<file path="src/rtl/fab_clk_gen_pkg.sv">
// Shared types and defaults for the fabric clock generator.
// Optional feature macro used by this block: CLKGEN_PHASE_EN.
package fab_clk_gen_pkg;

    typedef enum logic [1:0] {
        ST_IDLE  = 2'd0,
        ST_RUN   = 2'd1,
        ST_DRAIN = 2'd2
    } ch_state_t;

    localparam int DEF_DIV_DFLT     = 4;
    localparam int LOCK_CYCLES_DFLT = 8;

endpackage

</file>
<file path="src/rtl/fab_clk_gen_ch.sv">
// One divided-clock channel: run/drain FSM, period counter, shadowed divisor, CLK_OUT.
// With CLKGEN_PHASE_EN defined, a start phase is stored per write and loaded on IDLE->RUN.
module fab_clk_gen_ch
    import fab_clk_gen_pkg::*;
#(
    parameter int DIV_W   = 16,
    parameter int DEF_DIV = DEF_DIV_DFLT
) (
    input  logic             clk,
    input  logic             rst_n,
    input  logic             en,
    input  logic             wr,
    input  logic [DIV_W-1:0] div_val,
`ifdef CLKGEN_PHASE_EN
    input  logic [DIV_W-1:0] phase_val,
`endif
    output logic             tick,
    output logic             clk_out,
    output logic             ok
);

    ch_state_t        state_reg, state_next;
    logic [DIV_W-1:0] cnt_reg;
    logic [DIV_W-1:0] div_reg;
    logic [DIV_W-1:0] shadow_reg;
    logic [DIV_W-1:0] start_cnt;
    logic             pending_reg;
    logic             clk_out_reg;

`ifdef CLKGEN_PHASE_EN
    logic [DIV_W-1:0] phase_reg;

    // Writes are only forwarded with a non-zero divisor, so the modulo is safe.
    always_ff @(posedge clk) begin
        if (!rst_n) begin
            phase_reg <= '0;
        end else if (wr) begin
            phase_reg <= phase_val % div_val;
        end
    end

    assign start_cnt = phase_reg;
`else
    assign start_cnt = '0;
`endif

    assign tick    = (state_reg != ST_IDLE) && (cnt_reg == div_reg - DIV_W'(1));
    assign clk_out = clk_out_reg;
    assign ok      = !pending_reg && (state_reg != ST_DRAIN) && (!en || (state_reg == ST_RUN));

    always_comb begin
        state_next = state_reg;
        case (state_reg)
            ST_IDLE:  if (en) state_next = ST_RUN;
            ST_RUN:   if (!en) state_next = ST_DRAIN;
            ST_DRAIN: begin
                if (en) begin
                    state_next = ST_RUN;
                end else if (tick) begin
                    state_next = ST_IDLE;
                end
            end
            default:  state_next = ST_IDLE;
        endcase
    end

    always_ff @(posedge clk) begin
        if (!rst_n) begin
            state_reg   <= ST_IDLE;
            cnt_reg     <= '0;
            div_reg     <= DIV_W'(DEF_DIV);
            shadow_reg  <= DIV_W'(DEF_DIV);
            pending_reg <= 1'b0;
            clk_out_reg <= 1'b0;
        end else begin
            state_reg <= state_next;
            if (state_reg == ST_IDLE) begin
                cnt_reg     <= en ? start_cnt : '0;
                clk_out_reg <= 1'b0;
            end else if (tick) begin
                // Period boundary: the only point where a new divisor may take effect.
                cnt_reg     <= '0;
                div_reg     <= shadow_reg;
                pending_reg <= 1'b0;
                clk_out_reg <= (state_next == ST_IDLE) ? 1'b0 : ~clk_out_reg;
            end else begin
                cnt_reg <= cnt_reg + DIV_W'(1);
            end
            if (wr) begin
                shadow_reg <= div_val;
                if (state_reg == ST_IDLE) begin
                    div_reg <= div_val;
                end else begin
                    pending_reg <= 1'b1;
                end
            end
        end
    end

endmodule

</file>
<file path="src/rtl/fab_clk_gen.sv">
// Multi-channel fabric clock/tick generator: write decode, channel array and LOCK.
// Optional start-phase support is enabled by defining CLKGEN_PHASE_EN.
module fab_clk_gen
    import fab_clk_gen_pkg::*;
#(
    parameter int NUM_CH      = 3,
    parameter int DIV_W       = 16,
    parameter int DEF_DIV     = DEF_DIV_DFLT,
    parameter int LOCK_CYCLES = LOCK_CYCLES_DFLT,
    localparam int CH_W       = (NUM_CH > 1) ? $clog2(NUM_CH) : 1
) (
    input  logic              fab_clk,
    input  logic              fab_reset_n,
    input  logic [NUM_CH-1:0] ch_en,
    input  logic              div_wr,
    input  logic [CH_W-1:0]   div_ch,
    input  logic [DIV_W-1:0]  div_val,
`ifdef CLKGEN_PHASE_EN
    input  logic [DIV_W-1:0]  phase_val,
`endif
    output logic [NUM_CH-1:0] tick,
    output logic [NUM_CH-1:0] clk_out,
    output logic              lock
);

    localparam int LCW = $clog2(LOCK_CYCLES + 1);

    logic              wr_ok;
    logic              stable;
    logic [NUM_CH-1:0] ch_wr;
    logic [NUM_CH-1:0] ch_ok;
    logic [NUM_CH-1:0] en_prev_reg;
    logic [LCW-1:0]    stable_cnt_reg;
    logic              lock_reg;

    assign wr_ok = div_wr && (div_val != '0) && ({1'b0, div_ch} < (CH_W + 1)'(NUM_CH));

    for (genvar gi = 0; gi < NUM_CH; gi++) begin : g_ch
        assign ch_wr[gi] = wr_ok && (div_ch == CH_W'(gi));

        fab_clk_gen_ch #(
            .DIV_W   (DIV_W),
            .DEF_DIV (DEF_DIV)
        ) u_ch (
            .clk       (fab_clk),
            .rst_n     (fab_reset_n),
            .en        (ch_en[gi]),
            .wr        (ch_wr[gi]),
            .div_val   (div_val),
`ifdef CLKGEN_PHASE_EN
            .phase_val (phase_val),
`endif
            .tick      (tick[gi]),
            .clk_out   (clk_out[gi]),
            .ok        (ch_ok[gi])
        );
    end

    // An accepted write or an enable edge restarts the stability window.
    assign stable = (&ch_ok) && !wr_ok && (ch_en == en_prev_reg);
    assign lock   = lock_reg;

    always_ff @(posedge fab_clk) begin
        if (!fab_reset_n) begin
            en_prev_reg    <= '0;
            stable_cnt_reg <= '0;
            lock_reg       <= 1'b0;
        end else begin
            en_prev_reg <= ch_en;
            if (!stable) begin
                stable_cnt_reg <= '0;
                lock_reg       <= 1'b0;
            end else begin
                if (stable_cnt_reg != LCW'(LOCK_CYCLES)) begin
                    stable_cnt_reg <= stable_cnt_reg + LCW'(1);
                end
                lock_reg <= (stable_cnt_reg >= LCW'(LOCK_CYCLES - 1));
            end
        end
    end

endmodule

</file>
<file path="config.mk">
export PLATFORM = sky130hd
export DESIGN_NAME = fab_clk_gen
export DESIGN_NICKNAME = d
export VERILOG_FILES = /design/src/rtl/fab_clk_gen_pkg.sv /design/src/rtl/fab_clk_gen_ch.sv /design/src/rtl/fab_clk_gen.sv
export SDC_FILE = /design/constraint.sdc
export NUM_CORES = 1
export LEC_CHECK = 0
export CORE_UTILIZATION = 45
export CTS_BUF_LIST = sky130_fd_sc_hd__clkbuf_16
export DETAILED_ROUTE_END_ITERATION = 7
export SLEW_MARGIN = 15
export SYNTH_ARGS = -nofsm -noshare
export SYNTH_HDL_FRONTEND = slang
export SYNTH_SLANG_ARGS = --single-unit
</file>
<file path="constraint.sdc">
create_clock -name fab_clk -period 3.8 [get_ports fab_clk]
set_input_delay 0.38 -clock fab_clk [delete_from_list [all_inputs] [get_ports fab_clk]]
set_output_delay 0.38 -clock fab_clk [all_outputs]
set_load 0.02 [all_outputs]
</file>
==> metrics.md, run 1 <==
| Metric | Value |
|---|---|
| Status | complete, but fails checks |
| Failing checks | DRC |
| Clock buffer depth | 2 |
| Setup violation total in the final timing report | 0 |
| Seq/Total Area, Yosys | 0.3877 |
| Pre-antenna DRT Iters | 7 |
| Pin count of the biggest net entering global routing | between 50 and 60 |
| Net Sw Frac | 0.2596 |
| Worst Path Required | between 3000 and 4000 ps |
| Unique masters post-synth | roughly 70 |
| CP Launch Type | flip-flop |
| Worst Hold Class | flip-flop to flip-flop |
| Drt via density | 5.605 |
| Worst Tran Pin Value | between 800 and 900 ps |
| Ant diodes | 0 |
| TritonCTS Buffers | 17 |
| Root buffer cell | clkbuf_16 |
| Routed via count | a little under 7000 |
| Crit path launch | g_ch[2].u_ch.div_reg[0] |
| Psw | about 1000 uW |
| Num rows | 49 |
| H-tree levels | 4 |
| Worst-Skew Late Latency | approximately 420 ps |
| CP arrival | roughly 3300 ps |
| CTS tree | built |
| Clock Skew | a little over 9 ps |
| CP peak stage delay | 630 ps |
| Synthesized instance count | 986 |
| Placed Cells | around 1200 |
| Die area | between 15000 and 20000 um2 |
| Top post-synthesis cells by count | dfxtp_1 (164), nor2_1 (152), mux2i_1 (75), o21ai_0 (68), xnor2_1 (50) |
| Share of cells above drive strength 1 | 0.08408 |
| Period Utilization, post-route | 0.9550 |
| Top Family by Delay on Critical Path | simple AND/OR/NAND/NOR gates |
| Post-CTS Setup Bufs | 0 |
| Minimum clock period | ~3600 ps |
| FILL cells | 1746 |
| Critical Path Sink Type | output port |
| Logic gate share of total power | 0.111 |
| Relative max-transition margin | 0.4513 |
| LEAKAGE | about 3.9 nW |
| WL/cell | between 15 and 20 um |
| Ys Warns | 0 |
| Initial DRC count | 422 |
| Fraction of registers with async set/reset | 0 |
| I/O pin total | 31 |
| Peak supply drop | 0.2543 mV |
| Reg-to-Reg Start | g_ch[0].u_ch.div_reg[1] |
| Grt total ovfl | 0 |
| Net Count, Synth | ~1000 |
| Initial antenna violation count | 0 |
| Clock sinks | 164 |
| GP Congestion | ~0.9 |
| Crit-path cells | inv_1, ha_2, or4b_2, o21ai_1, a21oi_1, nor4_2, nand4_1, inv_1, clkdlybuf4s50_1 |
| Hold buffers post-CTS | 0 |
| Utilization after layout | 0.5224 |
| RSZ-0062 raised after global routing | false |
| Maximum clock rate | approximately 280 MHz |
| DRC | 2 |
| Reg clk slew, reported paths | approximately 60 ps |
| HP Start | g_ch[1].u_ch.shadow_reg[2] |
| Critical path fanouts, max | 6 |
| P&R area growth vs syn | 12.34% |
| Most common cell in the netlist | dfxtp_1 |
| Seq pwr share | 0.479 |
| Leading post-synthesis cells by cell area | dfxtp_1 (39%), mux2i_1 (8.9%), nor2_1 (6.7%) |
| Synth Flop Type | dfxtp_1 |
| Power density over cell area | slightly above 400 nW/um2 |
| Routed Antenna Nets | 0 |
| Netlist Area Pre-Place | approximately 8500 um2 |
| Cell accounting for the most synthesized area | dfxtp_1 |
| Final cell count without fillers | between 1000 and 1500 |
| Die width | 139.2 um |
| Buffer and inverter count on the worst path | 3 |
| Count of state elements after synthesis | roughly 160 |
| Final Max Tran Viols | 0 |
| Vias in the first global route | 6386 |
| Final wirelength | between 20000 and 25000 um |
| Hold violation total from the final report | 0 |
| Clock power share | 0.410 |
| First-pass GRT wire length | ~33000 um |
| Chip height | 139.2 um |
| Crit path max-delay cell type | or4b_2 |
| Area share of the largest cell type after synthesis | 0.3877 |
| # Max-Cap Violations | 0 |
| GRT Resource Usage Total | 0.2136 |
| P_int | around 2.8 mW |
| Core Area | between 15000 and 20000 um2 |
| Syn_area_per_cell | about 8.6 um2 |
| Nets | approximately 1000 |
| EDFF count, synth | 0 |
| I/O Buffers | 30 |
| Final setup TNS | 0 ps |
| DP Wirelength | between 10000 and 15000 um |
| Initial Util | 0.4651 |
| WS Path Type | flip-flop to output port |
| CP dominant cell by count | inv_1 |
==> power groups by stage <==
| stage | clock, mW | sequential (mW) | combinational [mW] |
|---|---|---|---|
| after floorplan | 0 | 1.85 | 0.298 |
| after global placement | 0 | 1.87 | 0.416 |
| final | 1.57 | 1.83 | 0.426 |
| after detailed placement | 0 | 1.87 | 0.419 |
| after global routing | 1.68 | 1.84 | 0.469 |
| after CTS | 1.60 | 1.83 | 0.424 |
==> cells in the final DEF (no fill, tap or decap), drive strengths merged, types with 5 or more instances in the layout <==
| cell type | count |
|---|---|
| xnor2 | 50 |
| clkbuf | 18 |
| mux2 | 5 |
| clkinv | 7 |
| o221a | 7 |
| nand4 | 34 |
| buf | 25 |
| xor2 | 45 |
| a22oi | 10 |
| dfxtp | 164 |
| nor2b | 7 |
| ha | 8 |
| nor4 | 19 |
| or3 | 9 |
| o21ai | 69 |
| inv | 23 |
| nor3 | 20 |
| nand3b | 5 |
| nand4b | 6 |
| and2 | 6 |
| clkdlybuf4s50 | 29 |
| and3 | 18 |
| or4 | 7 |
| nor2 | 152 |
| a21oi | 40 |
| nand3 | 28 |
| nand2 | 34 |
| nor3b | 6 |
| a31oi | 22 |
| mux2i | 75 |
==> kinds of logic (layout without fill, tap and decap cells) <==
family	Yosys count	count (layout)	share of synthesized area
compound gates	184	184	0.1356
flops	164	164	0.3877
simple gates	372	372	0.2269
mux	80	80	0.09530
buf+inv	81	106	0.04034
xor+xnor	96	96	0.1011
fa+ha+maj	9	9	0.01300
==> layout make-up <==
cell class | count | area (um2) | share of cell area
Multi-Input combinational cell | 741 | 4861 | 0.5110
Sequential cell | 164 | 3283 | 0.3451
Clock buffer | 17 | 425.4 | 0.04472
Timing Repair Buffer | 55 | 483.0 | 0.05077
Tap cell | 229 | 286.5 | 0.03012
Inverter | 22 | 82.58 | 0.008681
Clock inverter | 12 | 91.34 | 0.009601
==> per-stage QoR <==
| step | hold WS, ps | setup slack (ps) | instance area, um2 | total power, mW |
|---|---|---|---|---|
| 6_report | 460.9 | 171.0 | 9513 | 3.824 |
| 5_1_grt | 479.4 | 23.70 | 9513 | 3.991 |
| 4_1_cts | 463.5 | 83.93 | 9505 | 3.853 |
| 3_5_place_dp | 454.9 | 300.3 | 8984 | 2.289 |
| 3_3_place_gp | 434.5 | 297.7 | 8984 | 2.285 |
| 2_1_floorplan | 421.8 | 708.1 | 8468 | 2.144 |
==> tightest hold or removal path, stage by stage (launching register included) <==
cell and delay, ps:
dfxtp_1 310, nand2_1 50, nand2_1 50
==> worst paths after layout <==
path                                                    to  slack, ps  depth (start not counted)
worst max register to register        g_ch[0].u_ch.clk_out        600                         10
worst min-delay path            g_ch[1].u_ch.shadow_reg[2]        460                          2
worst min register to register  g_ch[1].u_ch.shadow_reg[2]        460                          2
worst max-delay path                               tick[2]        170                          9
==> per-layer routing <==
layer	vias to the layer above	part of all wire	GRT usage
met5	-	0	0
met4	0	0.0065	0.04386
met3	11	0.035	0.04213
met2	111	0.44	0.3309
met1	3282	0.52	0.3061
li1	3546	-	-
==> what timing repair did <==
action / 4_1_cts / 5_1_grt
gates cloned: 0 / 0
resized for setup: 2 / 4
endpoints found under the setup margin: 2 / 2
Note: power is estimated with default switching activity, not from simulation.
==> run 2, diff against run 1 <==
Settings changed: HOLD_SLACK_MARGIN from default to 0.03.
==> results of run 2 <==
No change in the layout: final DEF, timing and power equal those of run 1.
